<file path="config.mk">
export PLATFORM = sky130hd
export DESIGN_NAME = uart_cmd_rx
export DESIGN_NICKNAME = d
export VERILOG_FILES = /design/src/rtl/uart_cmd_pkg.sv /design/src/rtl/uart_rx.sv /design/src/rtl/uart_cmd_rx.sv
export SDC_FILE = /design/constraint.sdc
export NUM_CORES = 1
export LEC_CHECK = 0
export BUFFER_PORTS_ARGS = -buffer_cell sky130_fd_sc_hd__clkbuf_2
export CAP_MARGIN = 25
export CORE_MARGIN = 5
export CORE_UTILIZATION = 33
export DETAILED_ROUTE_END_ITERATION = 10
export PLACE_DENSITY_LB_ADDON = 0.05
export SYNTH_ARGS = -nofsm -noshare
export SYNTH_HDL_FRONTEND = slang
export SYNTH_SLANG_ARGS = --single-unit
</file>
<file path="constraint.sdc">
create_clock -name clk -period 2.4 [get_ports clk]
set_input_delay 0.48 -clock clk [delete_from_list [all_inputs] [get_ports clk]]
set_output_delay 0.48 -clock clk [all_outputs]
set_load 0.01 [all_outputs]
</file>
<file path="src/rtl/uart_cmd_pkg.sv">
// uart_cmd_pkg: shared command codes, defaults and state encodings for the command receiver
package uart_cmd_pkg;
   localparam int         DEF_BAUD_DIV = 2604;
   localparam logic [7:0] DEF_CMD_GO   = 8'h67;
   localparam logic [7:0] DEF_CMD_STOP = 8'h73;
   typedef enum logic [1:0] {IDLE, START, DATA, STOP} rx_state_t;
   typedef enum logic [1:0] {OFF, PWR1, PWR2} auth_state_t;
endpackage

</file>
<file path="src/rtl/uart_rx.sv">
// uart_rx: 8N1 deserializer with input synchronizer, sticky ready flag and framing-error pulse
module uart_rx
   import uart_cmd_pkg::*;
#(
   parameter int BAUD_DIV = DEF_BAUD_DIV
) (
   input  logic       clk,
   input  logic       rst,
   input  logic       rx_i,
   input  logic       clr_rdy_i,
   output logic [7:0] rx_data_o,
   output logic       rx_rdy_o,
   output logic       frm_err_o,
   output logic       vld_o
);
   localparam int CW = $clog2(BAUD_DIV);
   localparam logic [CW-1:0] HALF_M1 = CW'(BAUD_DIV / 2 - 1);
   localparam logic [CW-1:0] FULL_M1 = CW'(BAUD_DIV - 1);
   logic            meta_q, sync_q, prev_q;
   rx_state_t       state_q, state_d;
   logic [CW-1:0]   baud_q, baud_d;
   logic [3:0]      bit_q, bit_d;
   logic [7:0]      shift_q, shift_d, data_q;
   logic            rdy_q, ferr_q, vld_q;
   logic            baud_zero, start_det, ok, bad;
   assign baud_zero = baud_q == '0;
   assign start_det = state_q == IDLE && prev_q && !sync_q;
   // next state: half-bit wait to the start-bit centre, then full-bit strides to each sample
   always_comb begin
      state_d = state_q;
      baud_d  = baud_zero ? baud_q : baud_q - 1'b1;
      bit_d   = bit_q;
      shift_d = shift_q;
      ok      = 1'b0;
      bad     = 1'b0;
      unique case (state_q)
         IDLE: if (start_det) begin
            state_d = START;
            baud_d  = HALF_M1;
         end
         START: if (baud_zero) begin
            state_d = sync_q ? IDLE : DATA;
            baud_d  = FULL_M1;
            bit_d   = '0;
         end
         DATA: if (baud_zero) begin
            shift_d = {sync_q, shift_q[7:1]};
            bit_d   = bit_q + 4'd1;
            baud_d  = FULL_M1;
            state_d = bit_q == 4'd7 ? STOP : DATA;
         end
         STOP: if (baud_zero) begin
            state_d = IDLE;
            baud_d  = FULL_M1;
            ok      = sync_q;
            bad     = !sync_q;
         end
      endcase
   end
   // registers: synchronizer resets to idle-high so reset never fakes a start edge; set beats clear on rx_rdy
   always_ff @(posedge clk or posedge rst) begin
      if (rst) begin
         meta_q  <= 1'b1;
         sync_q  <= 1'b1;
         prev_q  <= 1'b1;
         state_q <= IDLE;
         baud_q  <= '0;
         bit_q   <= '0;
         shift_q <= '0;
         data_q  <= '0;
         rdy_q   <= 1'b0;
         ferr_q  <= 1'b0;
         vld_q   <= 1'b0;
      end else begin
         meta_q  <= rx_i;
         sync_q  <= meta_q;
         prev_q  <= sync_q;
         state_q <= state_d;
         baud_q  <= baud_d;
         bit_q   <= bit_d;
         shift_q <= shift_d;
         data_q  <= ok ? shift_q : data_q;
         rdy_q   <= ok | (rdy_q & ~(clr_rdy_i | start_det));
         ferr_q  <= bad;
         vld_q   <= ok;
      end
   end
   assign rx_data_o = data_q;
   assign rx_rdy_o  = rdy_q;
   assign frm_err_o = ferr_q;
   assign vld_o     = vld_q;
endmodule

</file>
<file path="src/rtl/uart_cmd_rx.sv">
// uart_cmd_rx: UART command receiver decoding go/stop bytes into a rider-aware power enable
module uart_cmd_rx
   import uart_cmd_pkg::*;
#(
   parameter int         BAUD_DIV = DEF_BAUD_DIV,
   parameter logic [7:0] CMD_GO   = DEF_CMD_GO,
   parameter logic [7:0] CMD_STOP = DEF_CMD_STOP
) (
   input  logic       clk,
   input  logic       rst,
   input  logic       RX,
   input  logic       rider_off,
   input  logic       clr_rdy,
   output logic [7:0] rx_data,
   output logic       rx_rdy,
   output logic       frm_err,
   output logic       pwr_up
);
   auth_state_t state_q, state_d;
   logic        vld, pwr_q;
   uart_rx #(.BAUD_DIV(BAUD_DIV)) u_rx (
      .clk       (clk),
      .rst       (rst),
      .rx_i      (RX),
      .clr_rdy_i (clr_rdy),
      .rx_data_o (rx_data),
      .rx_rdy_o  (rx_rdy),
      .frm_err_o (frm_err),
      .vld_o     (vld)
   );
   // authorization: a stop with a rider aboard parks in PWR2 until the rider steps off or go re-arms
   always_comb begin
      state_d = state_q;
      unique case (state_q)
         OFF:  if (vld && rx_data == CMD_GO) state_d = PWR1;
         PWR1: if (vld && rx_data == CMD_STOP) state_d = rider_off ? OFF : PWR2;
         PWR2: state_d = (vld && rx_data == CMD_GO) ? PWR1 : rider_off ? OFF : PWR2;
         default: state_d = OFF;
      endcase
   end
   // auth state and registered power enable
   always_ff @(posedge clk or posedge rst) begin
      if (rst) begin
         state_q <= OFF;
         pwr_q   <= 1'b0;
      end else begin
         state_q <= state_d;
         pwr_q   <= state_d != OFF;
      end
   end
   assign pwr_up = pwr_q;
endmodule
</file>
Yosys cells after proc, flatten, opt, wreduce, memory -nomap -nowiden
Index checks and enable logic that the tools add are counted.
Word-level totals
  input port bits: 5
  register bits after elaboration: 43
  output and inout bits: 11
  logic and storage cells: 68
Cells by class
  reductions and logical operators: 14
  $add $sub $neg: 2
  eq/ne operators: 12
  multiplexer cells: 23
  bitwise logic cells: 4
Operators by type and width (count)
  $mux 12: 3
  $pmux 12 s2: 1
  $mux 2: 9
  $eq 8x7->1 const B: 2
  $logic_not 12->1: 1
  $sub 12x1->12 const B: 1
  $mux 4: 2
  $ne 2x1->1 const B: 4
  $pmux 2 s4: 1
  $pmux 4 s2: 1
  $eq 2x2->1 const B: 3
  $pmux 2 s3: 1
  $mux 1: 5
  $add 4x1->4 const B: 1
  $eq 2x1->1 const B: 2
  $eq 4x3->1 const B: 1
  $logic_and 1x1->1: 4
  $logic_not 2->1: 2
  $reduce_and 4->1: 1
  $reduce_bool 2->1: 2
  $reduce_and 3->1: 1
  $reduce_or 3->1: 1
  $or 1x1->1: 2
  $reduce_and 2->1: 1
  other kinds (3): 3

Depth between registers and ports, before layout
Gate-level depths: netlist (run 1).
  word-level depth: 7
  gate-level depth with buffers: 9
  depth with buffers taken out: 8

Modules after synthesis
Synthesis (run 1) repeated with hierarchy kept, for this count alone.
Unflattened totals
  cells, all modules: 177
  area total of the unflattened synthesis: 2100.8 sq um
Modules (own cells, without submodules)
  uart_rx: times used 1, area an instance 1908.1 sq um, sequential area each 1004.7 sq um, cells each 156
  uart_cmd_rx: times used 1, area an instance 192.7 sq um, sequential area each 75.1 sq um, cells each 21

Worst setup path after synthesis (run 1)
Ideal clock, no wire load.
  path type: reg-to-reg
  start point: reg u_rx.baud_q[0]
  end point: reg u_rx.data_q[0], in the netlist u_rx.rx_data_o[0]
  arrival time: 1.849 ns
  period minus slack after synthesis: 1.974 ns
  required time: 2.275 ns
  stages on the path, launching flop included: 9
  path buffers: 2
  library setup time: 0.125 ns
  slack: 0.426 ns
  cells stage by stage: dfrtp_1 -> inv_1 -> ha_1 -> nor4b_2 -> and4_1 -> clkbuf_2 -> and3_1 -> buf_4 -> mux2_2
On the way
  cells in the longest elaborated chain, start to end: 3
Ends and longest elaborated chain
  start, declared: RTL line uart_rx.sv:21  | logic [CW-1:0] baud_q, baud_d;
  start signal, assigned: RTL line uart_rx.sv:79  | baud_q <= baud_d;
  $logic_not 12->1: RTL line uart_rx.sv:26  | assign baud_zero = baud_q == '0;
  $mux 1: RTL line uart_rx.sv:52  | STOP: if (baud_zero) begin
  $mux 1: RTL line uart_rx.sv:36  | unique case (state_q)
  named net u_rx.ok: RTL line uart_rx.sv:25  | logic baud_zero, start_det, ok, bad;
  end signal, assigned: RTL line uart_rx.sv:82  | data_q <= ok ? shift_q : data_q;
  end, declared: RTL line uart_rx.sv:23  | logic [7:0] shift_q, shift_d, data_q;
The timed path passes the listed nets, and every way through them passes these cells.
A chain may end at the register's enable or synchronous reset.

Worst setup path in the final report (run 1)
  start point: reg u_rx.baud_q[0]
  end point: reg u_rx.data_q[3], in the netlist u_rx.rx_data_o[3]
On the way
  cells in the longest elaborated chain, start to end: 3
Ends and longest elaborated chain (RTL line)
  $logic_not 12->1: uart_rx.sv:26
  $mux 1: uart_rx.sv:52
  $mux 1: uart_rx.sv:36
No other way between the ends.

==> results.json, run 1 <==
{
  "status": "completed",
  "rsz0062_at_grt": "no",
  "initial_core_util": 0.334,
  "p_leak_nw": 1.12,
  "htree_levels": 2,
  "drtPass1Iterations": 4,
  "antenna_found_initial": 0,
  "ys_seq_area_frac": 0.518,
  "slew_viol_final": 0,
  "drtAntennaViolNets": 0,
  "max_slew.worst_pin.slew_ns": 0.777,
  "hold_violations": 0,
  "worstPathMaxFanout": 10,
  "rows": 29,
  "grt_pass1_wl_um": 7160,
  "area_growth_syn_to_layout_pct": 12.3,
  "vdd_drop_max_mv": 0.360,
  "drive_above_1_share": 0.252,
  "hpwl_um": 2970,
  "portBuffers": 15,
  "async_reset_ff_frac": 1.00,
  "drcViolationCount": 0,
  "ctsHoldBuffers": 0,
  "slew_headroom": 0.477,
  "max-clock-path-buffers": 2,
  "wire_per_inst_um": 14.9,
  "tns_ns": 0,
  "avgSynthCellArea_um2": 11.2,
  "critPathLaunchType": "flip-flop",
  "path_class": "flip-flop to flip-flop",
  "drt-total-wl_um": 4210,
  "num_antenna_cells": 0,
  "place_area_mm2": 0.00224,
  "dr.first_iter.drc_count": 72,
  "synthTopCellsByArea": "dfrtp_1 (48%), mux2_2 (8.6%), ha_1 (5.4%)",
  "clk_pin_slew_worst_paths_ns": 0.09,
  "cp_top_family": "simple AND/OR/NAND/NOR gates",
  "postCtsSetupBuffers": 0,
  "finalSetupViolCount": 0,
  "grt_max_degree": 44,
  "yosys_warnings": 0,
  "cts-root-buf": "clkbuf_8",
  "cap_violations": 0,
  "critical_path.max_stage_delay_ns": 0.42,
  "fin_crit_ns": 2.18,
  "synth.top_cell.area_share": 0.480,
  "min_path_type": "input port to flip-flop",
  "fin_area_mm2": 0.00234,
  "cts.sinks": 43,
  "worstPathCellList": "inv_1 -> ha_1 -> nor4b_2 -> and4_1 -> and3_2 -> mux2_2",
  "chipWidth_um": 89.5,
  "die_h_um": 89.5,
  "period_share": 0.907,
  "ioPinCount": 16,
  "die-area_mm2": 0.00800,
  "skew_ns": 0.00631,
  "synth_cell_types": 51,
  "ys_ff_latch": 43,
  "layout.nets": 219,
  "cts_buffers": 5,
  "core_area_mm2": 0.00624,
  "syn_area_mm2": 0.00208,
  "timing.fmax_mhz": 459,
  "syn_nets": 200,
  "syn_inst": 186,
  "routed_via_density": 5.16,
  "total_power_mw": 1.93,
  "grt_pass1_vias": 1473,
  "worstPathArrival_ns": 2.36,
  "grtUsageTotal": 0.117,
  "holdWs_ns": 0.254,
  "grt_overflow": 0,
  "via_count": 1459,
  "crit_slowest_cell": "dfrtp_1",
  "cts_tree": "built",
  "critPathRequiredTime_ns": 2.58,
  "routabilityCongestion": 0.829,
  "critical_path.endpoint_type": "flip-flop",
  "clock_latency_ns": 0.30,
  "synth_edf_count": 0,
  "yosys.area.top_type": "dfrtp_1",
  "p_per_area_mw_per_mm2": 826,
  "timing.critical_path.buf_inv": 1,
  "synth_ff_type": "dfrtp_1"
}
-- cell usage after synthesis, types with 2 or more instances --
cell type and number:
a211oi_1 2, ha_1 9, mux2i_1 2, dfstp_2 3
a31oi_1 3, xnor2_1 2, and3_1 5, nor3b_1 3
nor3_1 4, nor4_1 2, or4_1 2, o21ai_0 3
a21oi_1 9, mux2_2 16, nand4_1 3, or2_2 2
a211o_1 2, nand2_1 12, nand2b_1 3, a21o_1 3
dfrtp_1 40, nand3_1 5, nor2_1 9, nor2b_1 3
clkbuf_1 2, inv_1 8, or3_1 4, and2_1 2
-- registers in the layout, summed over array words and instances (netlist names), named ones only --
name / count
pwr_up: 1
state_q: 2
u_rx.baud_q: 12
u_rx.bit_q: 4
u_rx.frm_err_o: 1
u_rx.meta_q: 1
u_rx.prev_q: 1
u_rx.rx_data_o: 8
u_rx.rx_rdy_o: 1
u_rx.shift_q: 8
u_rx.state_q: 1
u_rx.sync_q: 1
u_rx.vld_o: 1
-- cells by family (layout without fill, tap and decap cells) --
kind of cell	count (synthesis)	in the layout	share of synthesized area
mux	18	18	0.0961
fa+ha+maj	9	9	0.0541
xor+xnor	2	2	0.00841
simple gates	65	65	0.177
buf+inv	14	34	0.0282
compound gates	35	35	0.118
flops	43	43	0.518
-- layout by cell type, fill, tap and decap left out, types with 4 or more instances in the layout --
master / instances
dfrtp_1: 40
inv_1: 8
a21oi_1: 9
nor3_1: 4
nand3_1: 5
ha_1: 9
clkbuf_2: 15
or3_1: 4
clkbuf_8: 5
nor2_1: 9
and3_1: 4
nand2_1: 12
mux2_2: 16
-- final timing paths --
kind / slack [ns] / startpoint / cells past startpoint / end
min reg2reg: 0.36 / u_rx.meta_q / 0 / u_rx.sync_q
min in group asynchronous: 0.29 / rst / 3 / u_rx.baud_q[6]
max in group asynchronous: 1.73 / rst / 3 / u_rx.meta_q
max: 0.22 / u_rx.baud_q[0] / 6 / u_rx.rx_data_o[3]
max reg2reg: 0.22 / u_rx.baud_q[0] / 6 / u_rx.rx_data_o[3]
min: 0.25 / RX / 1 / u_rx.meta_q
-- stage by stage --
step	instances	setup slack, ns	utilization
after global placement	275	0.170	0.360
final	283	0.224	0.375
after CTS	283	0.0908	0.375
after floorplan	186	0.426	-
after detailed placement	275	0.116	0.360
after global routing	283	0.0424	0.375
-- report_power, final --
part	internal, mW	switching, mW	leakage, nW
registers	0.824	0.114	0.566
clock network	0.208	0.267	0.0443
logic	0.227	0.291	0.514
total	1.26	0.673	1.12
-- layer usage --
| metal | up-vias | GRT usage | share of wire |
|---|---|---|---|
| met1 | 717 | 0.162 | 0.51 |
| met3 | 5 | 0.0276 | 0.024 |
| met2 | 14 | 0.182 | 0.46 |
| met4 | 0 | 0.0365 | 0.014 |
| li1 | 723 | - | - |
| met5 | - | 0 | 0 |
-- area by class of cell --
cell class | count | area (um2)
multi-input combinational | 129 | 946
clock buffer | 5 | 68.8
sequential | 43 | 1080
fill | 617 | 3900
inverter | 9 | 33.8
timing repair buffer | 17 | 90.1
tap | 77 | 96.3
clock inverter | 3 | 25.0
-- what timing repair did --
item	CTS	global route
setup endpoints to repair	0	8
resized for setup	0	1
hold endpoints to repair	0	0
(Power assumes the default switching activity.)
==> run 2, diff against run 1 <==
--- a/config.mk
+++ b/config.mk
@@ -10,6 +10,7 @@
 export CORE_MARGIN = 5
 export CORE_UTILIZATION = 33
 export DETAILED_ROUTE_END_ITERATION = 10
+export MAX_ROUTING_LAYER = met4
 export PLACE_DENSITY_LB_ADDON = 0.05
 export SYNTH_ARGS = -nofsm -noshare
 export SYNTH_HDL_FRONTEND = slang
==> run 2 against run 1 <==
  * Die area unchanged
  * Routed wire length grew 0.21%
  * Sequential power about the same
  * Critical path depth did not move
==> results.json, run 2 (same netlist as run 1, synthesis figures left out) <==
{
  "status": "completed",
  "drcViolationCount": 0,
  "min_path_type": "input port to flip-flop",
  "p_per_area_mw_per_mm2": 826,
  "cts-root-buf": "clkbuf_8",
  "routabilityCongestion": 0.841,
  "drtAntennaViolNets": 0,
  "core_area_mm2": 0.00624,
  "slew_viol_final": 0,
  "htree_levels": 2,
  "mostFrequentLayoutCells": "dfrtp_1 (40), mux2_2 (16), clkbuf_2 (15), nand2_1 (12)",
  "regMostFlops": "u_rx.baud_q",
  "critical_path.max_stage_delay_ns": 0.42,
  "dp.cells": 275,
  "layout.nets": 219,
  "max_slew.worst_pin.slew_ns": 0.777,
  "critical_path.endpoint_type": "flip-flop",
  "hpwl_um": 2970,
  "place_ws_ns": 0.116,
  "holdWs_ns": 0.252,
  "path_class": "flip-flop to flip-flop",
  "clock_latency_ns": 0.30,
  "via_count": 1458,
  "grt_overflow": 0,
  "finalSetupViolCount": 0,
  "max-clock-path-buffers": 2,
  "routed_via_density": 5.15,
  "drtPass1Iterations": 4,
  "p_leak_nw": 1.12,
  "initial_core_util": 0.334,
  "period_share": 0.907,
  "grt_pass1_wl_um": 7170,
  "tns_ns": 0,
  "drt-total-wl_um": 4220,
  "crit_slowest_cell": "dfrtp_1",
  "hold_violations": 0,
  "rsz0062_at_grt": "no",
  "fin_crit_ns": 2.18,
  "grtUsageTotal": 0.121,
  "postCtsSetupBuffers": 0,
  "dr.first_iter.drc_count": 84,
  "cp_top_family": "simple AND/OR/NAND/NOR gates",
  "antenna_found_initial": 0,
  "slew_headroom": 0.477,
  "grt_max_degree": 44,
  "area_growth_syn_to_layout_pct": 12.3,
  "n_fill_cell": 617,
  "final-instance-count-excl-fill": 283,
  "setup_slack_ns": 0.224,
  "rows": 29,
  "portBuffers": 15,
  "drive_above_1_share": 0.252,
  "worstPathCellList": "inv_1 -> ha_1 -> nor4b_2 -> and4_1 -> and3_2 -> mux2_2",
  "ctsResizeCount": 0,
  "ioPinCount": 16,
  "layout_commonest_cell": "dfrtp_1",
  "cts_buffers": 5,
  "critPathRequiredTime_ns": 2.58,
  "cap_violations": 0,
  "num_antenna_cells": 0,
  "ctsHoldBuffers": 0,
  "timing.fmax_mhz": 459,
  "cts.sinks": 43,
  "wire_per_inst_um": 14.9,
  "clk_pin_slew_worst_paths_ns": 0.09,
  "die-area_mm2": 0.00800,
  "vdd_drop_max_mv": 0.360,
  "fin_area_mm2": 0.00234,
  "worstPathMaxFanout": 10,
  "place_area_mm2": 0.00224,
  "timing.critical_path.buf_inv": 1,
  "critPathLaunchType": "flip-flop",
  "chipWidth_um": 89.5,
  "die_h_um": 89.5,
  "grt_pass1_vias": 1469,
  "cts_tree": "built",
  "worstPathArrival_ns": 2.36,
  "skew_ns": 0.00710,
  "largest_register_ffs": 12
}
## run 2: power by group
group | internal [mW] | total, mW | leakage, nW | switching (mW)
Clock | 0.208 | 0.477 | 0.0443 | 0.269
Sequential | 0.824 | 0.938 | 0.566 | 0.114
Combinational | 0.227 | 0.518 | 0.514 | 0.291
## run 2: layout make-up
cell class / instances / area [um2] / share of cell area
Multi-Input combinational cell: 129 / 946 / 0.404
Clock inverter: 3 / 25.0 / 0.0107
Sequential cell: 43 / 1080 / 0.461
Clock buffer: 5 / 68.8 / 0.0294
Timing Repair Buffer: 17 / 90.1 / 0.0385
Inverter: 9 / 33.8 / 0.0144
Tap cell: 77 / 96.3 / 0.0412
## run 2: through the flow
step	util	total power, mW
floorplan	-	1.33
global placement	0.360	1.46
detailed placement	0.360	1.47
CTS	0.375	1.96
global route	0.375	2.07
finish	0.375	1.93
## run 2: final timing paths
check / start / endpoint / slack (ns) / depth (start not counted)
worst max-delay path: u_rx.baud_q[0] / u_rx.rx_data_o[3] / 0.22 / 6
max in group asynchronous: rst / u_rx.meta_q / 1.73 / 3
worst min-delay path: RX / u_rx.meta_q / 0.25 / 1
worst min register to register: u_rx.meta_q / u_rx.sync_q / 0.36 / 0
min in group asynchronous: rst / u_rx.baud_q[6] / 0.29 / 3
worst max register to register: u_rx.baud_q[0] / u_rx.rx_data_o[3] / 0.22 / 6
## run 2: worst reg2reg max path: cells and delay by family, from the launching register on
family                   cells  cell delay, ns
buffers and inverters        1            0.10
multiplexers                 1            0.36
AND/OR/NAND/NOR              3            1.02
adder cells (fa/ha/maj)      1            0.16
flip-flops                   1            0.42
## run 2: per-layer routing
metal / wire, um / global-route usage / share of wire
met1: 2140 / 0.162 / 0.51
met2: 1920 / 0.182 / 0.46
met3: 100 / 0.0276 / 0.024
met4: 60 / 0.0365 / 0.014
met5: 0 / - / 0
==> run 3, diff against run 2 <==
--- a/config.mk
+++ b/config.mk
@@ -8,7 +8,7 @@
 export BUFFER_PORTS_ARGS = -buffer_cell sky130_fd_sc_hd__clkbuf_2
 export CAP_MARGIN = 25
 export CORE_MARGIN = 5
-export CORE_UTILIZATION = 33
+export CORE_UTILIZATION = 55
 export DETAILED_ROUTE_END_ITERATION = 10
 export MAX_ROUTING_LAYER = met4
 export PLACE_DENSITY_LB_ADDON = 0.05
==> run 3 against run 2 <==
  * Flip-flop and latch count did not move
  * Die area fell by 36%
  * Count of clock-buffer cells in the layout did not move
  * Utilization rose by 25 points
  * Sequential share of layout area rose by 0.68 points
  * Worst setup slack got worse by 0.013 ns
  * Largest cell class unchanged
  * Highest routed layer unchanged
==> results.json, run 3 (same netlist as run 1, synthesis figures left out) <==
{
  "slew_headroom": 0.494,
  "path_class": "flip-flop to flip-flop",
  "regToRegStartpoint": "u_rx.baud_q[0]",
  "rsz0062_at_grt": "no",
  "layout_commonest_cell": "dfrtp_1",
  "status": "completed",
  "mostFrequentLayoutCells": "dfrtp_1 (40), mux2_2 (16), clkbuf_2 (15), nand2_1 (12)",
  "post-route-util": 0.630,
  "drcViolationCount": 0,
  "clk_pin_slew_worst_paths_ns": 0.08,
  "die_h_um": 71.5,
  "ctsHoldBuffers": 0,
  "p_per_area_mw_per_mm2": 833,
  "n_fill_cell": 299,
  "cts_buffers": 5,
  "core_area_mm2": 0.00366,
  "layout.nets": 219,
  "timing.fmax_mhz": 457,
  "cts_tree": "built",
  "grt_max_degree": 41,
  "dr.first_iter.drc_count": 101,
  "grt_pass1_wl_um": 7180,
  "grt.met1_usage": 0.236,
  "grt_util_met2": 0.274,
  "top_usage_layer": "met2",
  "antenna_found_initial": 0,
  "startpoint": "u_rx.baud_q[0]",
  "drive_above_1_share": 0.248,
  "regMostFlops": "u_rx.baud_q",
  "ioPinCount": 16,
  "routabilityCongestion": 0.829,
  "crit_slowest_cell": "dfrtp_1",
  "portBuffers": 15,
  "min_path_type": "input port to async pin",
  "vdd_drop_max_mv": 0.440,
  "finalSetupViolCount": 0,
  "num_antenna_cells": 0,
  "setup_slack_ns": 0.210,
  "clock_latency_ns": 0.30,
  "rows": 22,
  "via_count": 1465,
  "max-clock-path-buffers": 2,
  "place_ws_ns": 0.174,
  "path_common_cell": "ha_1",
  "cts.sinks": 43,
  "p_leak_nw": 1.12,
  "grt_overflow": 0,
  "critical_path.max_stage_delay_ns": 0.43,
  "worstPathMaxFanout": 15,
  "dp.cells": 246,
  "slew_viol_final": 0,
  "htree_levels": 2,
  "fin_crit_ns": 2.19,
  "hold_violations": 0,
  "hpwl_um": 2990,
  "chipWidth_um": 71.5,
  "period_share": 0.912,
  "largest_register_ffs": 12,
  "drtAntennaViolNets": 0,
  "drt-total-wl_um": 4100,
  "max_slew.worst_pin.slew_ns": 0.752,
  "cts-root-buf": "clkbuf_8",
  "grt_use_met3": 0.0449,
  "grt_pass1_vias": 1586,
  "final-instance-count-excl-fill": 254,
  "tns_ns": 0,
  "cap_violations": 0,
  "routed_via_density": 5.77,
  "wire_per_inst_um": 16.1,
  "critPathLaunchType": "flip-flop",
  "worstPathArrival_ns": 2.36,
  "regArea_mm2": 0.00108,
  "die-area_mm2": 0.00512,
  "multi_input_comb_area_um2": 953,
  "worstPathCellList": "inv_1 -> ha_1 -> nor4b_4 -> and4_1 -> buf_4 -> inv_2 -> ha_1 -> nor2_1 -> mux2i_1",
  "grtUsageTotal": 0.181,
  "critPathRequiredTime_ns": 2.57,
  "critical_path.endpoint_type": "flip-flop",
  "initial_core_util": 0.569,
  "area_growth_syn_to_layout_pct": 10.7,
  "skew_ns": 0.00776,
  "drtPass1Iterations": 4
}
-- run 3: area by class of cell --
class,count,area share
clock buffer,5,0.0298
timing repair buffer,17,0.0391
inverter,9,0.0147
sequential,43,0.468
multi-input combinational,129,0.413
tap,48,0.0260
clock inverter,3,0.00868
-- run 3: per-layer routing --
layer,up-vias,share of wire
li1,710,-
met1,712,0.47
met2,34,0.47
met3,9,0.039
met4,0,0.018
met5,-,0
-- run 3: critical path, delay by kind of cell, from the launching register on --
family	cells	cell delay [ns]
and+or+nand+nor	3	0.62
muxes	1	0.08
buffers and inverters	3	0.49
adders and majority gates	2	0.46
DFF	1	0.43
-- run 3: power breakdown --
| part | leakage (nW) | internal, mW | switching, mW |
|---|---|---|---|
| Combinational | 0.517 | 0.232 | 0.290 |
| Sequential | 0.566 | 0.824 | 0.125 |
| Clock | 0.0402 | 0.202 | 0.247 |
-- run 3: stage by stage --
stage | cell area (um2) | hold WS (ns) | power [mW]
2_1_floorplan | 2080 | 0.345 | 1.33
3_3_place_gp | 2210 | 0.337 | 1.44
3_5_place_dp | 2210 | 0.344 | 1.47
4_1_cts | 2300 | 0.0235 | 1.92
5_1_grt | 2310 | 0.0431 | 2.07
6_report | 2310 | 0.0304 | 1.92
-- run 3: path summary, 6_finish.rpt --
kind	endpoint	slack, ns	cells past startpoint
worst max-delay path	u_rx.baud_q[0]	0.21	9
worst min-delay path	pwr_up	0.03	2
worst max register to register	u_rx.baud_q[0]	0.21	9
worst min register to register	u_rx.sync_q	0.36	0
max in group asynchronous	u_rx.prev_q	1.65	3
min in group clk	u_rx.meta_q	0.26	1
-- run 3: repair_timing --
item,CTS,global route
setup endpoints to repair,0,1
resized for setup,0,1
hold endpoints to repair,0,0
buffers inserted,0,0
